`config.mk`:
```
export PLATFORM = sky130hd
export DESIGN_NAME = display_shift_driver_flat
export DESIGN_NICKNAME = d
export VERILOG_FILES = /design/src/rtl/clock_pkg.sv /design/src/rtl/display_shift_driver_if.sv /design/src/rtl/bcd_to_seg7.sv /design/src/rtl/display_shift_driver.sv /design/src/flat_wrapper.sv
export SDC_FILE = /design/constraint.sdc
export NUM_CORES = 1
export LEC_CHECK = 0
export CORE_MARGIN = 3
export CORE_UTILIZATION = 55
export DETAILED_ROUTE_END_ITERATION = 10
export DONT_BUFFER_PORTS = 1
export GPL_ROUTABILITY_DRIVEN = 0
export PLACE_DENSITY = 0.7
export SLEW_MARGIN = 20
export SYNTH_ARGS = -nofsm -noshare
export SYNTH_HDL_FRONTEND = slang
export SYNTH_SLANG_ARGS = --single-unit
export TNS_END_PERCENT = 30
```
`constraint.sdc`:
```
create_clock -name clk -period 2.7 [get_ports clk]
set_clock_uncertainty 0.15 [all_clocks]
set_input_delay 0.135 -clock clk [delete_from_list [all_inputs] [get_ports clk]]
set_output_delay 0.135 -clock clk [all_outputs]
set_load 0.05 [all_outputs]
```
`src/rtl/clock_pkg.sv`:
```
// Shared types and constants for the clock display output stage:
// shifter state encoding, 7-segment codes and segment bit positions.
package clock_pkg;

    typedef enum logic [1:0] {
        IDLE     = 2'd0,
        SHIFT_LO = 2'd1,
        SHIFT_HI = 2'd2,
        LATCH    = 2'd3
    } state_t;

    localparam int unsigned SEG_W  = 8;
    localparam int unsigned SEG_A  = 0;
    localparam int unsigned SEG_B  = 1;
    localparam int unsigned SEG_C  = 2;
    localparam int unsigned SEG_D  = 3;
    localparam int unsigned SEG_E  = 4;
    localparam int unsigned SEG_F  = 5;
    localparam int unsigned SEG_G  = 6;
    localparam int unsigned SEG_DP = 7;

    // Segment patterns {g,f,e,d,c,b,a}, active high
    localparam logic [6:0] SEG7_0     = 7'h3F;
    localparam logic [6:0] SEG7_1     = 7'h06;
    localparam logic [6:0] SEG7_2     = 7'h5B;
    localparam logic [6:0] SEG7_3     = 7'h4F;
    localparam logic [6:0] SEG7_4     = 7'h66;
    localparam logic [6:0] SEG7_5     = 7'h6D;
    localparam logic [6:0] SEG7_6     = 7'h7D;
    localparam logic [6:0] SEG7_7     = 7'h07;
    localparam logic [6:0] SEG7_8     = 7'h7F;
    localparam logic [6:0] SEG7_9     = 7'h6F;
    localparam logic [6:0] SEG7_BLANK = 7'h00;

endpackage

```
`src/rtl/display_shift_driver_if.sv`:
```
// Core-to-display-driver bundle: frame request/data in, shift-chain pins out.
interface display_shift_driver_if #(
    parameter int unsigned NUM_DIGITS = 4
);
    logic                      start;
    logic [4*NUM_DIGITS-1:0]   digits_bcd;
    logic [NUM_DIGITS-1:0]     dp;
    logic                      blank_lead;
    logic                      busy;
    logic                      serial_out;
    logic                      clk_out;
    logic                      latch_out;

    modport master (
        output start, digits_bcd, dp, blank_lead,
        input  busy, serial_out, clk_out, latch_out
    );

    modport slave (
        input  start, digits_bcd, dp, blank_lead,
        output busy, serial_out, clk_out, latch_out
    );
endinterface

```
`src/rtl/bcd_to_seg7.sv`:
```
// Combinational BCD digit plus decimal point to {dp,g,f,e,d,c,b,a}.
// Non-decimal codes blank the segments but keep the decimal point.
module bcd_to_seg7
    import clock_pkg::*;
(
    input  logic [3:0]       bcd,
    input  logic             dp,
    output logic [SEG_W-1:0] seg_c
);

    always_comb begin
        seg_c = '0;
        unique case (bcd)
            4'd0:    seg_c[SEG_G:SEG_A] = SEG7_0;
            4'd1:    seg_c[SEG_G:SEG_A] = SEG7_1;
            4'd2:    seg_c[SEG_G:SEG_A] = SEG7_2;
            4'd3:    seg_c[SEG_G:SEG_A] = SEG7_3;
            4'd4:    seg_c[SEG_G:SEG_A] = SEG7_4;
            4'd5:    seg_c[SEG_G:SEG_A] = SEG7_5;
            4'd6:    seg_c[SEG_G:SEG_A] = SEG7_6;
            4'd7:    seg_c[SEG_G:SEG_A] = SEG7_7;
            4'd8:    seg_c[SEG_G:SEG_A] = SEG7_8;
            4'd9:    seg_c[SEG_G:SEG_A] = SEG7_9;
            default: seg_c[SEG_G:SEG_A] = SEG7_BLANK;
        endcase
        seg_c[SEG_DP] = dp;
    end

endmodule

```
`src/rtl/display_shift_driver.sv`:
```
// Encodes the HH:MM digits to 7-segment and shifts the frame MSB first into
// an external 74HC595-style chain, finishing with a storage latch pulse.
module display_shift_driver
    import clock_pkg::*;
#(
    parameter int unsigned NUM_DIGITS = 4,
    parameter int unsigned CLK_DIV    = 2
) (
    input logic                   clk,
    input logic                   reset,
    display_shift_driver_if.slave bus
);

    localparam int unsigned FRAME_W = NUM_DIGITS * SEG_W;
    localparam int unsigned BIT_W   = $clog2(FRAME_W);
    localparam int unsigned HP_W    = $clog2(CLK_DIV) + 1;
    localparam int unsigned TOP     = NUM_DIGITS - 1;

    logic [SEG_W-1:0]   seg_c [NUM_DIGITS];
    logic [FRAME_W-1:0] frame_c;

    state_t             state;
    logic [HP_W-1:0]    hp_cnt;
    logic [BIT_W-1:0]   bit_cnt;
    logic [FRAME_W-1:0] shreg;
    logic               busy;
    logic               serial_out;
    logic               clk_out;
    logic               latch_out;

    for (genvar i = 0; i < NUM_DIGITS; i++) begin : g_enc
        bcd_to_seg7 u_enc (
            .bcd   (bus.digits_bcd[4*i +: 4]),
            .dp    (bus.dp[i]),
            .seg_c (seg_c[i])
        );
    end

    // Digit i lands in byte i, so the leading digit is shifted out first
    always_comb begin
        frame_c = '0;
        for (int i = 0; i < NUM_DIGITS; i++) begin
            frame_c[i*SEG_W +: SEG_W] = seg_c[i];
        end
        if (bus.blank_lead && (bus.digits_bcd[4*TOP +: 4] == 4'd0)) begin
            frame_c[TOP*SEG_W +: SEG_DP] = '0;
        end
    end

    always_ff @(posedge clk) begin
        if (reset) begin
            state      <= IDLE;
            hp_cnt     <= '0;
            bit_cnt    <= '0;
            shreg      <= '0;
            busy       <= 1'b0;
            serial_out <= 1'b0;
            clk_out    <= 1'b0;
            latch_out  <= 1'b0;
        end else begin
            unique case (state)
                IDLE: begin
                    if (bus.start) begin
                        shreg      <= frame_c;
                        serial_out <= frame_c[FRAME_W-1];
                        hp_cnt     <= '0;
                        bit_cnt    <= '0;
                        busy       <= 1'b1;
                        state      <= SHIFT_LO;
                    end
                end
                SHIFT_LO: begin
                    if (hp_cnt == HP_W'(CLK_DIV - 1)) begin
                        hp_cnt  <= '0;
                        clk_out <= 1'b1;
                        state   <= SHIFT_HI;
                    end else begin
                        hp_cnt <= hp_cnt + HP_W'(1);
                    end
                end
                SHIFT_HI: begin
                    if (hp_cnt == HP_W'(CLK_DIV - 1)) begin
                        hp_cnt  <= '0;
                        clk_out <= 1'b0;
                        if (bit_cnt == BIT_W'(FRAME_W - 1)) begin
                            serial_out <= 1'b0;
                            latch_out  <= 1'b1;
                            state      <= LATCH;
                        end else begin
                            // Data changes together with the falling shift clock
                            shreg      <= {shreg[FRAME_W-2:0], 1'b0};
                            serial_out <= shreg[FRAME_W-2];
                            bit_cnt    <= bit_cnt + BIT_W'(1);
                            state      <= SHIFT_LO;
                        end
                    end else begin
                        hp_cnt <= hp_cnt + HP_W'(1);
                    end
                end
                LATCH: begin
                    if (hp_cnt == HP_W'(CLK_DIV - 1)) begin
                        hp_cnt    <= '0;
                        latch_out <= 1'b0;
                        busy      <= 1'b0;
                        state     <= IDLE;
                    end else begin
                        hp_cnt <= hp_cnt + HP_W'(1);
                    end
                end
                default: state <= IDLE;
            endcase
        end
    end

    assign bus.busy       = busy;
    assign bus.serial_out = serial_out;
    assign bus.clk_out    = clk_out;
    assign bus.latch_out  = latch_out;

endmodule
```
`src/flat_wrapper.sv`:
```
// flat-port wrapper written by rule: the top's interface ports become plain ports
module display_shift_driver_flat import clock_pkg::*;
#(
    parameter int unsigned NUM_DIGITS = 4,
    parameter int unsigned CLK_DIV    = 2
)
  (clk, reset, bus_start, bus_digits_bcd, bus_dp, bus_blank_lead, bus_busy, bus_serial_out, bus_clk_out, bus_latch_out);
  display_shift_driver_if #(.NUM_DIGITS(NUM_DIGITS)) bus_i ();
  input logic clk;
  input logic reset;
  input wire logic [$bits(bus_i.start)-1:0] bus_start;
  input wire logic [$bits(bus_i.digits_bcd)-1:0] bus_digits_bcd;
  input wire logic [$bits(bus_i.dp)-1:0] bus_dp;
  input wire logic [$bits(bus_i.blank_lead)-1:0] bus_blank_lead;
  output wire logic [$bits(bus_i.busy)-1:0] bus_busy;
  output wire logic [$bits(bus_i.serial_out)-1:0] bus_serial_out;
  output wire logic [$bits(bus_i.clk_out)-1:0] bus_clk_out;
  output wire logic [$bits(bus_i.latch_out)-1:0] bus_latch_out;
  assign bus_i.start = bus_start;
  assign bus_i.digits_bcd = bus_digits_bcd;
  assign bus_i.dp = bus_dp;
  assign bus_i.blank_lead = bus_blank_lead;
  assign bus_busy = bus_i.busy;
  assign bus_serial_out = bus_i.serial_out;
  assign bus_clk_out = bus_i.clk_out;
  assign bus_latch_out = bus_i.latch_out;
  display_shift_driver #(.NUM_DIGITS(NUM_DIGITS), .CLK_DIV(CLK_DIV)) u_core (.clk(clk), .reset(reset), .bus(bus_i));
endmodule
```
# [Word level (Yosys, flattened, before mapping)]
# Memories as Yosys holds them, arrays and structs flattened.
# Cells that the tools add are included.
[op_classes] n_addsub=2 n_eq_ne=11 mux=30 n_reduce_logical=14
[ops] cell="$mux W31" count=3
[ops] cell="$pmux W31 S2" count=1
[ops] cell="$mux W5" count=3
[ops] cell="$mux W2" count=7
[ops] cell="$reduce_and A4 Y1" count=3
[ops] cell="$pmux W5 S2" count=1
[ops] cell="$reduce_and A3 Y1" count=3
[ops] cell="$mux W1" count=8
[ops] cell="$ne A2 B1 Y1 const B" count=4
[ops] cell="$pmux W1 S2" count=4
[ops] cell="$pmux W2 S4" count=1
[ops] cell="$reduce_bool A2 Y1" count=4
[ops] cell="$mux W7" count=1
[ops] cell="$add A5 B1 Y5 const B" count=1
[ops] cell="$eq A5 B5 Y1 const B" count=1
[ops] cell="$eq A2 B1 Y1 const B" count=2
[ops] cell="$eq A2 B2 Y1 const B" count=2
[ops] cell="$logic_not A4 Y1" count=1
[ops] cell="$ne A2 B2 Y1 const B" count=2
[ops] cell="$pmux W2 S2" count=1
[ops] cell="$reduce_or A3 Y1" count=1
[ops] cell="$add A2 B1 Y2 const B" count=1
[ops] cell="$logic_not A2 Y1" count=1
[ops] cell="$logic_and A1 B1 Y1" count=1
[word_totals] reg_bits=44 romBits=448 in_bits=24 out_inout_bits=4 wordCells=69 mem_count=4
[mem_list] memory="(name not given)" words=16 width=7 read_ports=1 rd_ports_with_merged_regs=0 wr=0 line="bcd_to_seg7.sv:13" rtl="unique case (bcd)"
[mem_list] memory="(name not given)" words=16 width=7 read_ports=1 rd_ports_with_merged_regs=0 wr=0 line="bcd_to_seg7.sv:13"
[mem_list] memory="(name not given)" words=16 width=7 read_ports=1 rd_ports_with_merged_regs=0 wr=0 line="bcd_to_seg7.sv:13"
[mem_list] memory="(name not given)" words=16 width=7 read_ports=1 rd_ports_with_merged_regs=0 wr=0 line="bcd_to_seg7.sv:13"

# [Depth between registers and ports, before layout]
# Gate-level depths: netlist of run 1.
[depth] ltp_word=5 depth_mapped=8 ltp_nobuf=7

# [Cells and area by module]
# A second synthesis of run 1 with hierarchy kept.
[unflattened] cells_unflattened=355 hier_area_um2=3022.9
[by_module_without_submodules] module="display_shift_driver" n_inst=1 cells_per_inst=241 area_per_inst_um2=2134.5
[by_module_without_submodules] module="bcd_to_seg7 at u_core.g_enc[0].u_enc ..." n_inst=3 cells_per_inst=29 area_per_inst_um2=226.5
[by_module_without_submodules] module="bcd_to_seg7 at u_core.g_enc[1].u_enc" n_inst=1 cells_per_inst=27 area_per_inst_um2=209.0

# [Worst setup path after synthesis of run 1]
# No wires, ideal clock.
[synth_path] path_type="register to register" from="register u_core.bit_cnt[0]" to="register u_core.shreg[28]" t_arrival_ps=1861 required_ps=2410 slack_ps=550 path_stages_with_launch=9 n_path_buf=1 path_cell_list="dfxtp_1 ha_1 and3_1 ha_1 nand4bb_2 a21o_1 buf_4 a211oi_1 nor3_1"
[synth_between] elab_chain_cells=3
[synth_rtl] element="start: declaration" line="display_shift_driver.sv:24" rtl="logic [BIT_W-1:0] bit_cnt;"
[synth_rtl] element="start signal: assignment" line="display_shift_driver.sv:93" rtl="bit_cnt <= bit_cnt + BIT_W'(1);"
[synth_rtl] element="$eq A5 B5 Y1" line="display_shift_driver.sv:85" rtl="if (bit_cnt == BIT_W'(FRAME_W - 1)) begin"
[synth_rtl] element="$ne A2 B2 Y1 (no line)"
[synth_rtl] element="$reduce_and A4 Y1 (no line)"
[synth_rtl] element="end signal: assignment" line="display_shift_driver.sv:64" rtl="shreg <= frame_c;"
[synth_rtl] element="end signal: assignment" line="display_shift_driver.sv:91" rtl="shreg <= {shreg[FRAME_W-2:0], 1'b0};"
[synth_rtl] element="end: declaration" line="display_shift_driver.sv:25" rtl="logic [FRAME_W-1:0] shreg;"
# No other way between the ends.
# A chain may end at the register's enable or synchronous reset.

# [Worst setup path in the final report of run 1]
[layout_path] from="register u_core.bit_cnt[0]" to="register u_core.shreg[17]"
# Same word-level chain as after synthesis.

==> results of run 1 <==
metal layers:
metal / track usage / up-vias / routed length, microns
met4: 0.03804 / 0 / 34
li1: - / 1180 / -
met5: 0 / - / 0
met3: 0.03901 / 4 / 166
met1: 0.2599 / 1120 / 2737
met2: 0.3387 / 32 / 2870
state kept, by name, indices dropped and copies added (netlist names):
signal and count:
u_core.state 2, u_core.bit_cnt 5, u_core.hp_cnt 2, u_core.bus.serial_out 1, u_core.bus.busy 1, u_core.bus.latch_out 1
u_core.bus.clk_out 1, u_core.shreg 31
cells in the final DEF, fill, tap and decap left out, types with 4 or more instances in the layout:
cell type and n:
or3_1 4, a311oi_1 4, nor2_1 23, inv_1 21, o22ai_1 8, clkbuf_8 5, buf_4 7, o21ai_0 12
mux2_2 4, a211oi_1 5, o211ai_1 10, ha_1 25, nand2b_1 24, dlygate4sd3_1 14, o221ai_1 13, a21oi_1 37
a211oi_2 6, nor2b_1 4, dfxtp_1 44, nor3_1 6, nand2_1 27
Yosys cell counts (all sizes together) (6+ instances only):
library cell | instances | area (sq um)
a211oi | 11 | 112.6
a21oi | 38 | 201.5
buf | 15 | 93.83
clkbuf | 6 | 22.52
dfxtp | 44 | 880.8
ha | 25 | 312.8
inv | 21 | 78.83
nand2 | 27 | 101.4
nand2b | 24 | 150.1
nor2 | 23 | 86.33
nor3 | 6 | 30.03
o211ai | 10 | 75.07
o21ai | 12 | 60.06
o221ai | 13 | 113.9
o22ai | 8 | 50.05
per-stage QoR:
stage                       util  hold WS [ns]  power (uW)
after floorplan                -        0.1475       973.3
after global placement    0.6014       0.05819        1007
after global routing      0.6535       0.01997        1486
after CTS                 0.6513      0.003163        1417
final                     0.6535       0.01162        1408
after detailed placement  0.6014       0.06050        1013
worst max path at each step:
| stage | end | slack (ns) | cells past startpoint |
|---|---|---|---|
| after CTS | u_core.shreg[17] | 0.27 | 8 |
| final | u_core.shreg[17] | 0.27 | 8 |
| after global routing | u_core.shreg[9] | 0.1 | 8 |
| after floorplan | u_core.shreg[28] | 0.55 | 8 |
| after detailed placement | u_core.shreg[17] | 0.27 | 8 |
| after global placement | u_core.shreg[17] | 0.35 | 8 |
layout make-up:
class | count | area, sq um | share of cell area
timing repair buffer | 23 | 232.7 | 0.07802
inverter | 22 | 82.58 | 0.02768
clock buffer | 6 | 72.57 | 0.02433
multi-input combinational | 238 | 1628 | 0.5457
sequential | 44 | 880.8 | 0.2953
clock inverter | 1 | 5.005 | 0.001678
tap | 65 | 81.33 | 0.02727
logic make-up after synthesis:
kind of cell | share of synthesized area
AOI/OAI and AO/OA | 0.2810
xor gates and xnor gates | 0.003235
adders and majority gates | 0.1155
buffers and inverters | 0.07347
DFF | 0.3253
muxes | 0.01663
and+or+nand+nor | 0.1848
where the power goes:
| part | leakage, uW | switching, uW | internal (uW) |
|---|---|---|---|
| registers | 0.000361 | 40.8 | 697 |
| logic | 0.000787 | 161 | 132 |
| clock network | 0.0000410 | 201 | 176 |
==> flow_summary.json, run 1 <==
{
  "worst_skew_pair.late_latency_ns": 0.28,
  "hp-start": "reset",
  "yosysSeqAreaShare": 0.3253,
  "max_stage_delay_ns": 0.33,
  "crit_required_ns": 2.72,
  "synthesis.area_sq_um": 2708,
  "r2r_setup_slack_ns": 0.27,
  "r2r_start": "u_core.bit_cnt[0]",
  "status": "finished, final reports clean",
  "cts_buffer_depth": 2,
  "io_pins": 28,
  "start_util": 0.5932,
  "peakVddDrop_mv": 0.4320,
  "async_flop_share": 0,
  "cp-startpoint": "u_core.bit_cnt[0]",
  "crit_type": "flip-flop to flip-flop",
  "post-route-period-util": 0.8993,
  "rsz0062_at_grt": "no",
  "fp.coreArea_sq_um": 4564,
  "min-delay-path-class": "primary input to flip-flop",
  "die_w_microns": 76.17,
  "syn_nets": 374,
  "finalSetupTns_ns": 0,
  "drive_gt1_frac": 0.08084,
  "postLayoutCellArea_sq_um": 2983,
  "r2r-end": "u_core.shreg[17]",
  "p_leak_uw": 0.001189,
  "synth_flop_cell": "dfxtp_1",
  "nNetsFinal": 383,
  "dp_hpwl_microns": 3908,
  "pwr_density_cell_nw_per_um2": 472.0,
  "yosys_warnings": 0,
  "fillers": 415,
  "wl_microns": 5809,
  "root_buffer": "clkbuf_8",
  "die_area_sq_um": 5801,
  "final_cells": 399,
  "path_cells": "ha_1, and3_1, ha_1, nand4bb_2, a21o_1, buf_4, a221oi_1, nor3_1",
  "drtAntennaViolNets": 0,
  "die_h_microns": 76.17,
  "rows": 24,
  "cts_tree": "done",
  "synth_edf_count": 0,
  "hold_depth": 2,
  "fmax_mhz": 411.8,
  "cts_resized": 0,
  "dp_slack_ns": 0.2738,
  "post_drt_via_cell_ratio": 5.855,
  "critPathSlowestCell": "dfxtp_1",
  "tightest_slew_ns": 0.7346,
  "cts_setup_buffers": 0,
  "fin_crit_ns": 2.428,
  "setup_violations": 0,
  "grt_pass1_wl_microns": 9722,
  "grt_start_max_net_pins": 43,
  "critical_path.top_delay_family": "simple AND/OR/NAND/NOR gates",
  "clock-sinks": 44,
  "area_delta_synth_final_pct": 10.17,
  "h-tree-depth": 2,
  "worstSetupStartpointType": "flip-flop",
  "drtPass1Iterations": 4,
  "detail_route.wl_per_cell_microns": 14.56,
  "ys_types": 42,
  "whs_endpoint": "u_core.bit_cnt[4]",
  "hold_buffers": 14,
  "drc_errors": 0,
  "antenna_cells": 0,
  "portBuffers": 0,
  "setup_ws_ns": 0.2718,
  "syn_area_per_cell_sq_um": 8.331,
  "critical_path_arrival_ns": 2.45,
  "slew_headroom": 0.5092,
  "numCtsBuffers": 5,
  "finalMaxSlewViolations": 0,
  "worstPathMaxFanout": 9,
  "antenna_found_initial": 0,
  "grt.total_usage": 0.1977,
  "cap_viol_max_count": 0,
  "dpl_cell_area_sq_um": 2745,
  "dr_total_vias": 2336,
  "post-place-cells": 377,
  "path_buf_inv": 1,
  "crit_path_end_kind": "flip-flop",
  "grt_pass1_vias": 2125,
  "crit_top_cell": "ha_1",
  "gr-total-overflow": 0,
  "synth_seq_cells": 44,
  "syn_inst": 325,
  "rr_worst_depth": 8,
  "hold_violations": 0,
  "path_clk_slew_ns": 0.07,
  "drt-initial-drc-count": 135
}
Note: power is estimated with default switching activity, not from simulation.
==> inputs of run 2 (changes only) <==
CORE_UTILIZATION = 30   (was 55)
PLACE_DENSITY = unset   (was 0.7)
==> run 2 against run 1 <==
- cell area rose by 3.4%
- sequential power rose by 0.7%
- critical path depth fell by 1
- combinational power fell by 3%
- via count fell by 0.64%
- total power rose by 11%
- wire length rose by 3.9%
- hold slack got worse by 0.0087 ns
- highest routed layer unchanged
- critical endpoint unchanged
- final cell count rose by 11%
- global-route usage fell by 7.4 points
- clock-buffer cell count rose by 1
==> flow_summary.json, run 2 (same netlist as run 1, synthesis figures left out) <==
{
  "die_area_sq_um": 10200,
  "drt-initial-drc-count": 88,
  "crit_required_ns": 2.73,
  "crit_type": "flip-flop to flip-flop",
  "cts_buffer_depth": 2,
  "drtAntennaViolNets": 0,
  "path_buf_inv": 0,
  "cap_viol_max_count": 0,
  "numCtsBuffers": 5,
  "critical_path_arrival_ns": 2.49,
  "drc_errors": 0,
  "h-tree-depth": 2,
  "worst_skew_pair.late_latency_ns": 0.29,
  "hold_violations": 0,
  "rsz0062_at_grt": "no",
  "post-route-period-util": 0.9105,
  "slew_headroom": 0.5347,
  "p_leak_uw": 0.001212,
  "crit_top_cell": "ha_1",
  "pwr_density_cell_nw_per_um2": 508.4,
  "grt_start_max_net_pins": 43,
  "cts_resized": 0,
  "final_cell_mix": "dfxtp_1, a21oi_1, nand2_1",
  "grt_pass1_wl_microns": 10350,
  "finalMaxSlewViolations": 0,
  "critPathSlowestCell": "a21o_1",
  "drtPass1Iterations": 4,
  "regMostFlops": "u_core.shreg",
  "setup_violations": 0,
  "status": "finished, final reports clean",
  "cts_setup_buffers": 0,
  "postLayoutCellArea_sq_um": 3083,
  "worstPathMaxFanout": 21,
  "root_buffer": "clkbuf_8",
  "fp.coreArea_sq_um": 8763,
  "rows": 34,
  "start_util": 0.3090,
  "grt.total_usage": 0.1232,
  "post-place-cells": 420,
  "tightest_slew_ns": 0.6979,
  "peakVddDrop_mv": 0.2011,
  "cts_tree": "done",
  "area_delta_synth_final_pct": 13.86,
  "antenna_found_initial": 0,
  "dr_total_vias": 2321,
  "portBuffers": 0,
  "detail_route.wl_per_cell_microns": 13.59,
  "grt_pass1_vias": 2364,
  "wl_microns": 6033,
  "die_w_microns": 101,
  "largestRegisters": "u_core.shreg x31, u_core.bit_cnt x5",
  "dp_hpwl_microns": 4138,
  "finalSetupTns_ns": 0,
  "largest_reg_flops": 31,
  "min-delay-path-class": "primary input to flip-flop",
  "path_cells": "ha_1, and3_1, ha_1, nand4bb_2, a21o_1, a221oi_1, nor3_1",
  "dpl_cell_area_sq_um": 2786,
  "seqCellArea_sq_um": 880.8,
  "clock-sinks": 44,
  "path_clk_slew_ns": 0.08,
  "holdWs_ns": 0.002904,
  "multi_input_area_sq_um": 1628,
  "crit_path_end_kind": "flip-flop",
  "antenna_cells": 0,
  "critical_path.top_delay_family": "compound AO/OA/AOI/OAI gates",
  "worstSetupStartpointType": "flip-flop",
  "die_h_microns": 101,
  "gr-total-overflow": 0,
  "final_cells": 444,
  "fillers": 933,
  "final_common_cell": "dfxtp_1",
  "fin_crit_ns": 2.458,
  "io_pins": 28,
  "post_drt_via_cell_ratio": 5.227,
  "max_stage_delay_ns": 0.47,
  "fmax_mhz": 406.8,
  "drive_gt1_frac": 0.08631,
  "nNetsFinal": 384
}
==> run 2: changes by cell type in the layout (fill, tap and decap cells not counted), sizes merged <==
cell / delta
bufinv: +1
clkinv: -1
clkbuf: +1
dlygate4sd3: +1
==> run 2: path summary, 6_finish.rpt <==
kind / slack [ns] / depth (start not counted) / start / to
worst min-delay path: 0.003 / 3 / bus_digits_bcd[2] / u_core.shreg[4]
worst max register to register: 0.24 / 7 / u_core.bit_cnt[0] / u_core.shreg[17]
worst min register to register: 0.31 / 2 / u_core.shreg[2] / u_core.shreg[2]
worst max-delay path: 0.24 / 7 / u_core.bit_cnt[0] / u_core.shreg[17]
==> run 2: worst reg2reg max path, cell delays in order (launching register included) <==
cell       delay [ns]
dfxtp_1          0.34
ha_1             0.22
and3_1           0.19
ha_1             0.25
nand4bb_2        0.33
a21o_1           0.47
a221oi_1         0.32
nor3_1           0.08
==> run 2: repair_timing <==
action	CTS	global route
endpoints found under the hold margin	43	1
hold buffers	15	1
setup endpoints to repair	0	0
==> run 2: final cells by class <==
cell class              instances  share of cell area
clock buffers                   7             0.03125
clock inverters                 1            0.009740
inverters                      22             0.02679
multi-input cells             238              0.5280
flip-flops and latches         44              0.2857
well taps                     108             0.04383
repair buffers                 24             0.07468
==> run 2: metal layers <==
metal	vias up	part of all wire	global-route usage
met2	34	0.49	0.2177
met4	0	0.012	0.04294
met3	5	0.039	0.02076
met1	1103	0.46	0.1502
li1	1179	-	-
met5	-	0	0
==> run 2: report_power, final <==
group          internal, uW  leakage [uW]  switching (uW)  total, uW
logic                   129      0.000787             155        284
registers               697      0.000361            46.2        743
clock network           326     0.0000645             215        541
==> run 2: stage by stage <==
step	setup WS [ns]	power, uW	utilization
6_report	0.2418	1568	0.3518
3_5_place_dp	0.2300	1010	0.3180
5_1_grt	0.02477	1654	0.3518
2_1_floorplan	0.5498	973.3	-
3_3_place_gp	0.3363	1004	0.3180
4_1_cts	0.2133	1585	0.3507
